File: config.mk
export PLATFORM = sky130hd
export DESIGN_NAME = fifo_stream_reader
export DESIGN_NICKNAME = d
export VERILOG_FILES = /design/src/rtl/fifo_stream_reader.sv
export SDC_FILE = /design/constraint.sdc
export NUM_CORES = 1
export LEC_CHECK = 0
export CORE_ASPECT_RATIO = 1.75
export CORE_MARGIN = 2
export CORE_UTILIZATION = 50
export DETAILED_ROUTE_END_ITERATION = 12
export GPL_TIMING_DRIVEN = 0
export PLACE_DENSITY = 0.75
export SYNTH_ARGS = -nofsm -noshare
export SYNTH_HDL_FRONTEND = slang
export SYNTH_SLANG_ARGS = --single-unit
File: constraint.sdc
create_clock -name i_clk -period 3.4 [get_ports i_clk]
set_clock_uncertainty 0.1 [all_clocks]
set_input_delay 0.68 -clock i_clk [delete_from_list [all_inputs] [get_ports i_clk]]
set_output_delay 0.68 -clock i_clk [all_outputs]
set_load 0.05 [all_outputs]
File: src/rtl/fifo_stream_reader.sv
// fifo_stream_reader: drains sync_fifo into a registered valid/ready packet stream via a 2-entry skid buffer
module fifo_stream_reader #(
  parameter int WIDTH   = 32,
  parameter int PKT_LEN = 8,
  parameter int CNT_W   = (PKT_LEN > 1) ? $clog2(PKT_LEN) : 1
) (
  input  logic             i_clk,
  input  logic             i_rstn,
  input  logic             i_clr,
  input  logic             i_enable,
  output logic             o_fifo_rden,
  input  logic [WIDTH-1:0] i_fifo_rdata,
  input  logic             i_fifo_empty,
  output logic             o_valid,
  input  logic             i_ready,
  output logic [WIDTH-1:0] o_data,
  output logic             o_last
);
  logic [1:0]       occ;
  logic [WIDTH-1:0] skid;
  logic [CNT_W-1:0] pkt_idx;
  logic             acc;
  logic             idx_end;
  assign o_fifo_rden = i_rstn & ~i_clr & i_enable & ~i_fifo_empty & (occ != 2'd2);
  assign o_valid     = occ != 2'd0;
  assign acc         = o_valid & i_ready;
  assign idx_end     = pkt_idx == CNT_W'(PKT_LEN - 1);
  assign o_last      = o_valid & idx_end;
  always_ff @(posedge i_clk) begin
    if (!i_rstn) begin
      occ     <= 2'd0;
      pkt_idx <= '0;
      o_data  <= '0;
      skid    <= '0;
    end else if (i_clr) begin
      occ     <= 2'd0;
      pkt_idx <= '0;
    end else begin
      occ <= occ + {1'b0, o_fifo_rden} - {1'b0, acc};
      if (acc) pkt_idx <= idx_end ? '0 : pkt_idx + 1'b1;
      if (acc && occ == 2'd2) o_data <= skid;
      else if (o_fifo_rden && (acc || occ == 2'd0)) o_data <= i_fifo_rdata;
      else if (o_fifo_rden) skid <= i_fifo_rdata;
    end
  end
endmodule

==> results of run 1 <==
critical path, stage by stage:
cell and delay [ns]:
clkdlybuf4s50_1 0.44, nand4bb_1 0.23, nor2_1 0.22, clkdlybuf4s50_1 0.84
cell type report:
cell class / instances / area share, %
multi-input combinational: 282 / 42.6
clock inverter: 1 / 0.104
clock buffer: 15 / 5.59
sequential: 69 / 28.8
timing repair buffer: 71 / 14.8
buffer: 45 / 5.25
inverter: 7 / 0.548
tap: 86 / 2.25
where the power goes:
group / total, W / switching (W) / internal (W)
Sequential: 0.000825 / 0.00000762 / 0.000817
Clock: 0.000865 / 0.000332 / 0.000533
Combinational: 0.000250 / 0.000142 / 0.000108
Total: 0.00194 / 0.000481 / 0.00146
placed cells by master, fill, tap and decap left out, drive strengths merged:
master         instances
or2                   32
o22ai                 32
nor2                   5
inv                    6
dfxtp                 69
ha                     4
mux2i                 36
and4bb                 1
nor2b                  2
and3                   1
clkbuf                35
nand4bb                1
or3                    1
a2111oi               32
nand2                 36
nand4                 30
o221a                  1
nand3b                 1
clkinv                 2
a21oi                  1
clkdlybuf4s50         71
buf                   25
o21ai                 31
xnor2                  1
xor2                   1
nor3                  33
worst min path at each step:
stage | endpoint | slack [ns] | depth (start not counted)
floorplan | skid[27] | 0.33 | 2
global placement | skid[28] | 0.34 | 2
detailed placement | skid[27] | 0.35 | 2
CTS | skid[27] | 0.35 | 2
global route | skid[9] | 0.37 | 2
finish | skid[28] | 0.35 | 2
synth_stat cells (all sizes together):
cell     number  share of area, %
dfxtp        69                37
mux2i        36               9.7
nand2        36               3.7
nor3         33               4.5
a2111oi      32                13
o22ai        32               5.4
or2          32               5.4
o21ai        31               4.2
nand4        30               5.1
buf          25               4.7
clkbuf       20               2.1
inv           6              0.61
nor2          5              0.57
ha            4               1.4
nor2b         2              0.34
a21oi         1              0.14
and3          1              0.17
and4bb        1              0.34
clkinv        1              0.10
nand3b        1              0.20
nand4bb       1              0.30
o221a         1              0.54
or3           1              0.17
xnor2         1              0.24
xor2          1              0.24
per-stage QoR:
| step | cells | cell area, um^2 | setup slack (ns) |
|---|---|---|---|
| 3_3_place_gp | 560 | 4520 | 0.195 |
| 3_5_place_dp | 560 | 4520 | 0.193 |
| 2_1_floorplan | 403 | 3700 | 0.994 |
| 5_1_grt | 576 | 4790 | 0.160 |
| 4_1_cts | 576 | 4790 | 0.192 |
| 6_report | 576 | 4790 | 0.209 |
logic make-up after synthesis:
family,after synthesis
mux,36
simple gates,143
compound gates,97
flops,69
buf+inv,52
fa+ha+maj,4
xor+xnor,2
state kept, by name, indices dropped and copies added, names as in the netlist:
signal and count:
o_data 32, occ 2, pkt_idx 3, skid 32
routing by layer:
metal  vias up  part of all wire (%)  GRT usage (%)
met5         -                     0              0
met4         0                   1.8           10.5
met3        16                   5.0           4.88
met2       113                    53           43.1
met1      1627                    40           29.2
li1       1679                     -              -
==> results.yml, run 1 <==
status:
  status: "complete, no violations"
setup_path:
  reg2reg_depth: 9
  worstSetupStartpoint: "i_clr"
  path_class: "in2out"
  critPathLaunchType: "input pin"
  r2r-end: "occ[1]"
  cp-end-kind: "output port"
  endpoint: "o_fifo_rden"
  cp.arrival_ns: 2.41
  required_ns: 2.62
  worst-path-max-fanout: 3
  r2r_slack_ns: 1.38
  r2r-start: "occ[0]"
routing:
  vias_per_cell: 5.96
  num_vias: 3435
  postRouteAntennaNets: 0
  post_drt_wl_per_cell_um: 17.2
  wl_um: 9930
  dr.pass1.iters: 5
  drt_iter0_markers: 232
  drc: 0
cells_and_area:
  fin_nets: 527
  seq_area_um2: 1380
  fin_util_pct: 66.7
  num-fill-cells: 637
  area.growth.synth_to_final_pct: 29.5
  layout-drive-gt1-share_pct: 21.0
  num_antenna_cells: 0
  multi_input_area_um2: 2040
clock_network:
  cts_resized: 0
  cts_hold_buf: 0
  post_cts_buffers: 0
  cts_tree: "yes"
  htreeDepth: 3
  root_buffer: "clkbuf_16"
  cts.sinks: 69
  clk_path_buf_depth: 2
  clock_latency_ns: 0.33
  path_clk_slew_ns: 0.05
  numCtsBuffers: 9
place:
  io_buffers: 71
  dp_hpwl_um: 7050
  gp_congestion: 0.783
synthesis:
  ys_seq_area_share_pct: 37.3
  synth_compound_area_share_pct: 22.9
  synth_cell_types: 32
  syn_avg_cell_area_um2: 9.18
  synth-seq-cells: 69
  synth_area_um2: 3700
  syn_inst: 403
  synth_top_family_by_area: "compound AO/OA/AOI/OAI gates"
  synth_fa_ha_area_share_pct: 1.35
  synth_mux_area_share_pct: 9.74
  synth_fp_nets: 445
  synth-xor-area-share_pct: 0.473
  yosysWarnings: 0
  synth-simple-area-share_pct: 20.7
floorplan:
  die_w_um: 69.0
  dieHeight_um: 118
  dieArea_um2: 8130
  start_util_pct: 51.5
  ios: 73
  rows: 41
  design.core.area_um2: 7180
global_routing:
  grt_usage_pct: 24.8
  first_global_vias: 3367
  grt_overflow: 0
  grt_max_degree: 11
  antenna_found_initial: 0
  grt_first_pass_wirelength_um: 16600
power:
  ir_drop_uv: 413
  design_power_total_w: 0.00194
  leakagePower_nw: 1.90
  powerDensity_nw_per_um2: 405
min_path:
  hp-class: "reg2reg"
  hold_start: "skid[28]"
sta:
  drv_slew: 0
  rsz0062_at_grt: "false"
  fmax_mhz: 313
  worst_pin_slew_ns: 0.825
  final.setup.tns_ns: 0
  layout_min_cycle_time_ns: 3.19
  holdWs_ns: 0.352
  slew_headroom_pct: 45.0
  setup_viol: 0
  finalHoldViolCount: 0
  fin_crit_sh_pct: 93.8
run:
  maxCapViolCount: 0
No activity file was read; power rests on OpenSTA's default activity.
==> run 2, diff against run 1 <==
Settings changed: CORE_ASPECT_RATIO 1.75 to not set.
==> run 2 against run 1 <==
Against the previous run:
- die area decreased by 0.33%
- combinational power about the same
- cell count increased by 2.3%
- clock power decreased by 11%
- first-iteration DRC count decreased by 37%
- register-to-register slack about the same
- non-clock buffer count unchanged
- via count increased by 1.8%
- total power decreased by 5.0%
- global-route usage increased by 0.26 points
- critical path depth unchanged
- clock-buffer cell count decreased by 3
- critical path type unchanged
- critical endpoint unchanged
- largest cell class unchanged
==> results.yml, run 2 (same netlist as run 1, synthesis figures left out) <==
status:
  status: "complete, no violations"
global_routing:
  antenna_found_initial: 0
  first_global_vias: 3283
  grt_first_pass_wirelength_um: 16600
  grt_max_degree: 12
  globalRouteMet1Util_pct: 33.6
  grt_overflow: 0
  grt_usage_pct: 25.1
  use_met3_pct: 6.71
  grtUsageMet2_pct: 40.4
  grt_busiest_layer: "met2"
floorplan:
  rows: 31
  start_util_pct: 51.3
  dieHeight_um: 90.0
  ios: 73
  design.core.area_um2: 7210
  dieArea_um2: 8110
  die_w_um: 90.0
clock_network:
  htreeDepth: 3
  post_cts_buffers: 0
  clock_latency_ns: 0.35
  numCtsBuffers: 9
  cts_resized: 0
  cts.sinks: 69
  root_buffer: "clkbuf_8"
  path_clk_slew_ns: 0.07
  clk_path_buf_depth: 2
  cts_hold_buf: 0
  cts_tree: "yes"
sta:
  fin_crit_sh_pct: 93.9
  final.setup.tns_ns: 0
  layout_min_cycle_time_ns: 3.19
  drv_slew: 0
  slew_headroom_pct: 42.6
  setup_viol: 0
  finalHoldViolCount: 0
  holdWs_ns: 0.355
  fmax_mhz: 313
  rsz0062_at_grt: "false"
  worst_pin_slew_ns: 0.854
cells_and_area:
  num_antenna_cells: 0
  multi_input_area_um2: 2040
  seq_area_um2: 1380
  final_common_cell: "clkdlybuf4s50_1"
  fin_nets: 527
  design_area_um2: 4760
  num-fill-cells: 600
  layout-drive-gt1-share_pct: 21.6
  area.growth.synth_to_final_pct: 28.6
  layout_common_cells: "71 x clkdlybuf4s50_1, 69 x dfxtp_1, 36 x nand2_1, 36 x mux2i_1, 33 x nor3_1"
  reg.largest.list: "o_data: 32 flops, skid: 32 flops, pkt_idx: 3 flops"
place:
  dp_hpwl_um: 6860
  io_buffers: 71
  gp_congestion: 0.800
  place_area_um2: 4540
routing:
  drt_iter0_markers: 147
  vias_per_cell: 5.94
  postRouteAntennaNets: 0
  drc: 0
  num_vias: 3497
  dr.pass1.iters: 5
  post_drt_wl_per_cell_um: 16.9
  wl_um: 9980
setup_path:
  worst-path-buf-inv: 2
  path_delay_family: "buffers and inverters"
  critPathLaunchType: "input pin"
  cp.arrival_ns: 2.41
  critPathMaxStageDelay_ns: 0.85
  crit_top_cell: "clkdlybuf4s50_1"
  path_class: "in2out"
  cp_cell_sequence: "clkdlybuf4s50_1 -> nand4bb_1 -> nor2_1 -> clkdlybuf4s50_1"
  cp-end-kind: "output port"
  worst-path-max-fanout: 3
  crit_slowest_cell: "clkdlybuf4s50_1"
  required_ns: 2.62
power:
  clkPwrFrac_pct: 41.8
  swShare_pct: 25.4
  p_seq_share_pct: 44.6
  p_int_w: 0.00137
  ir_drop_uv: 335
  comb_power_share_pct: 13.6
  p_switching_w: 0.000468
  leakagePower_nw: 1.88
  powerDensity_nw_per_um2: 387
run:
  maxCapViolCount: 0
min_path:
  hp-class: "reg2reg"
==> run 2: per-stage QoR <==
step | worst slack (ns) | total power, W | utilization, % | cells
2_1_floorplan | 0.994 | 0.000994 | - | 403
3_3_place_gp | 0.214 | 0.00109 | 62.9 | 573
3_5_place_dp | 0.211 | 0.00109 | 62.9 | 573
4_1_cts | 0.200 | 0.00184 | 66.0 | 589
5_1_grt | 0.102 | 0.00191 | 66.0 | 589
6_report | 0.207 | 0.00184 | 66.0 | 589
==> run 2: worst paths after layout <==
kind	from	depth (start not counted)	slack, ns	to
min	skid[28]	2	0.35	skid[28]
max	i_clr	4	0.21	o_fifo_rden
max reg2reg	occ[0]	9	1.39	occ[1]
min reg2reg	skid[28]	2	0.35	skid[28]
==> run 2: power groups by stage <==
stage                     registers, W  clock network (W)  logic [W]
final                         0.000823           0.000771   0.000250
after global routing          0.000824           0.000814   0.000268
after CTS                     0.000823           0.000772   0.000249
after detailed placement      0.000841                  0   0.000248
after global placement        0.000841                  0   0.000244
after floorplan               0.000864                  0   0.000130
==> run 2: cell type report <==
class	instances	area share, %
repair buffers	71	14.9
multi-input cells	282	42.9
clock inverters	4	1.47
well taps	99	2.60
flip-flops and latches	69	29.0
plain buffers	45	5.28
inverters	7	0.552
clock buffers	12	3.26
==> run 2: worst reg2reg max path: stages, from the launching register on <==
cell     delay (ns)
dfxtp_1        0.30
buf_4          0.15
o21ai_1        0.37
inv_1          0.09
ha_1           0.28
inv_1          0.04
ha_1           0.18
xor2_1         0.19
xnor2_1        0.15
nor2_1         0.05
==> run 2: per-layer routing <==
metal  up-vias  share of wire (%)  routed length (um)
met5         -                  0                   0
met4         0                1.4                 142
met3        16                4.7                 473
met2       101                 48                4800
met1      1692                 46                4560
li1       1688                  -                   -
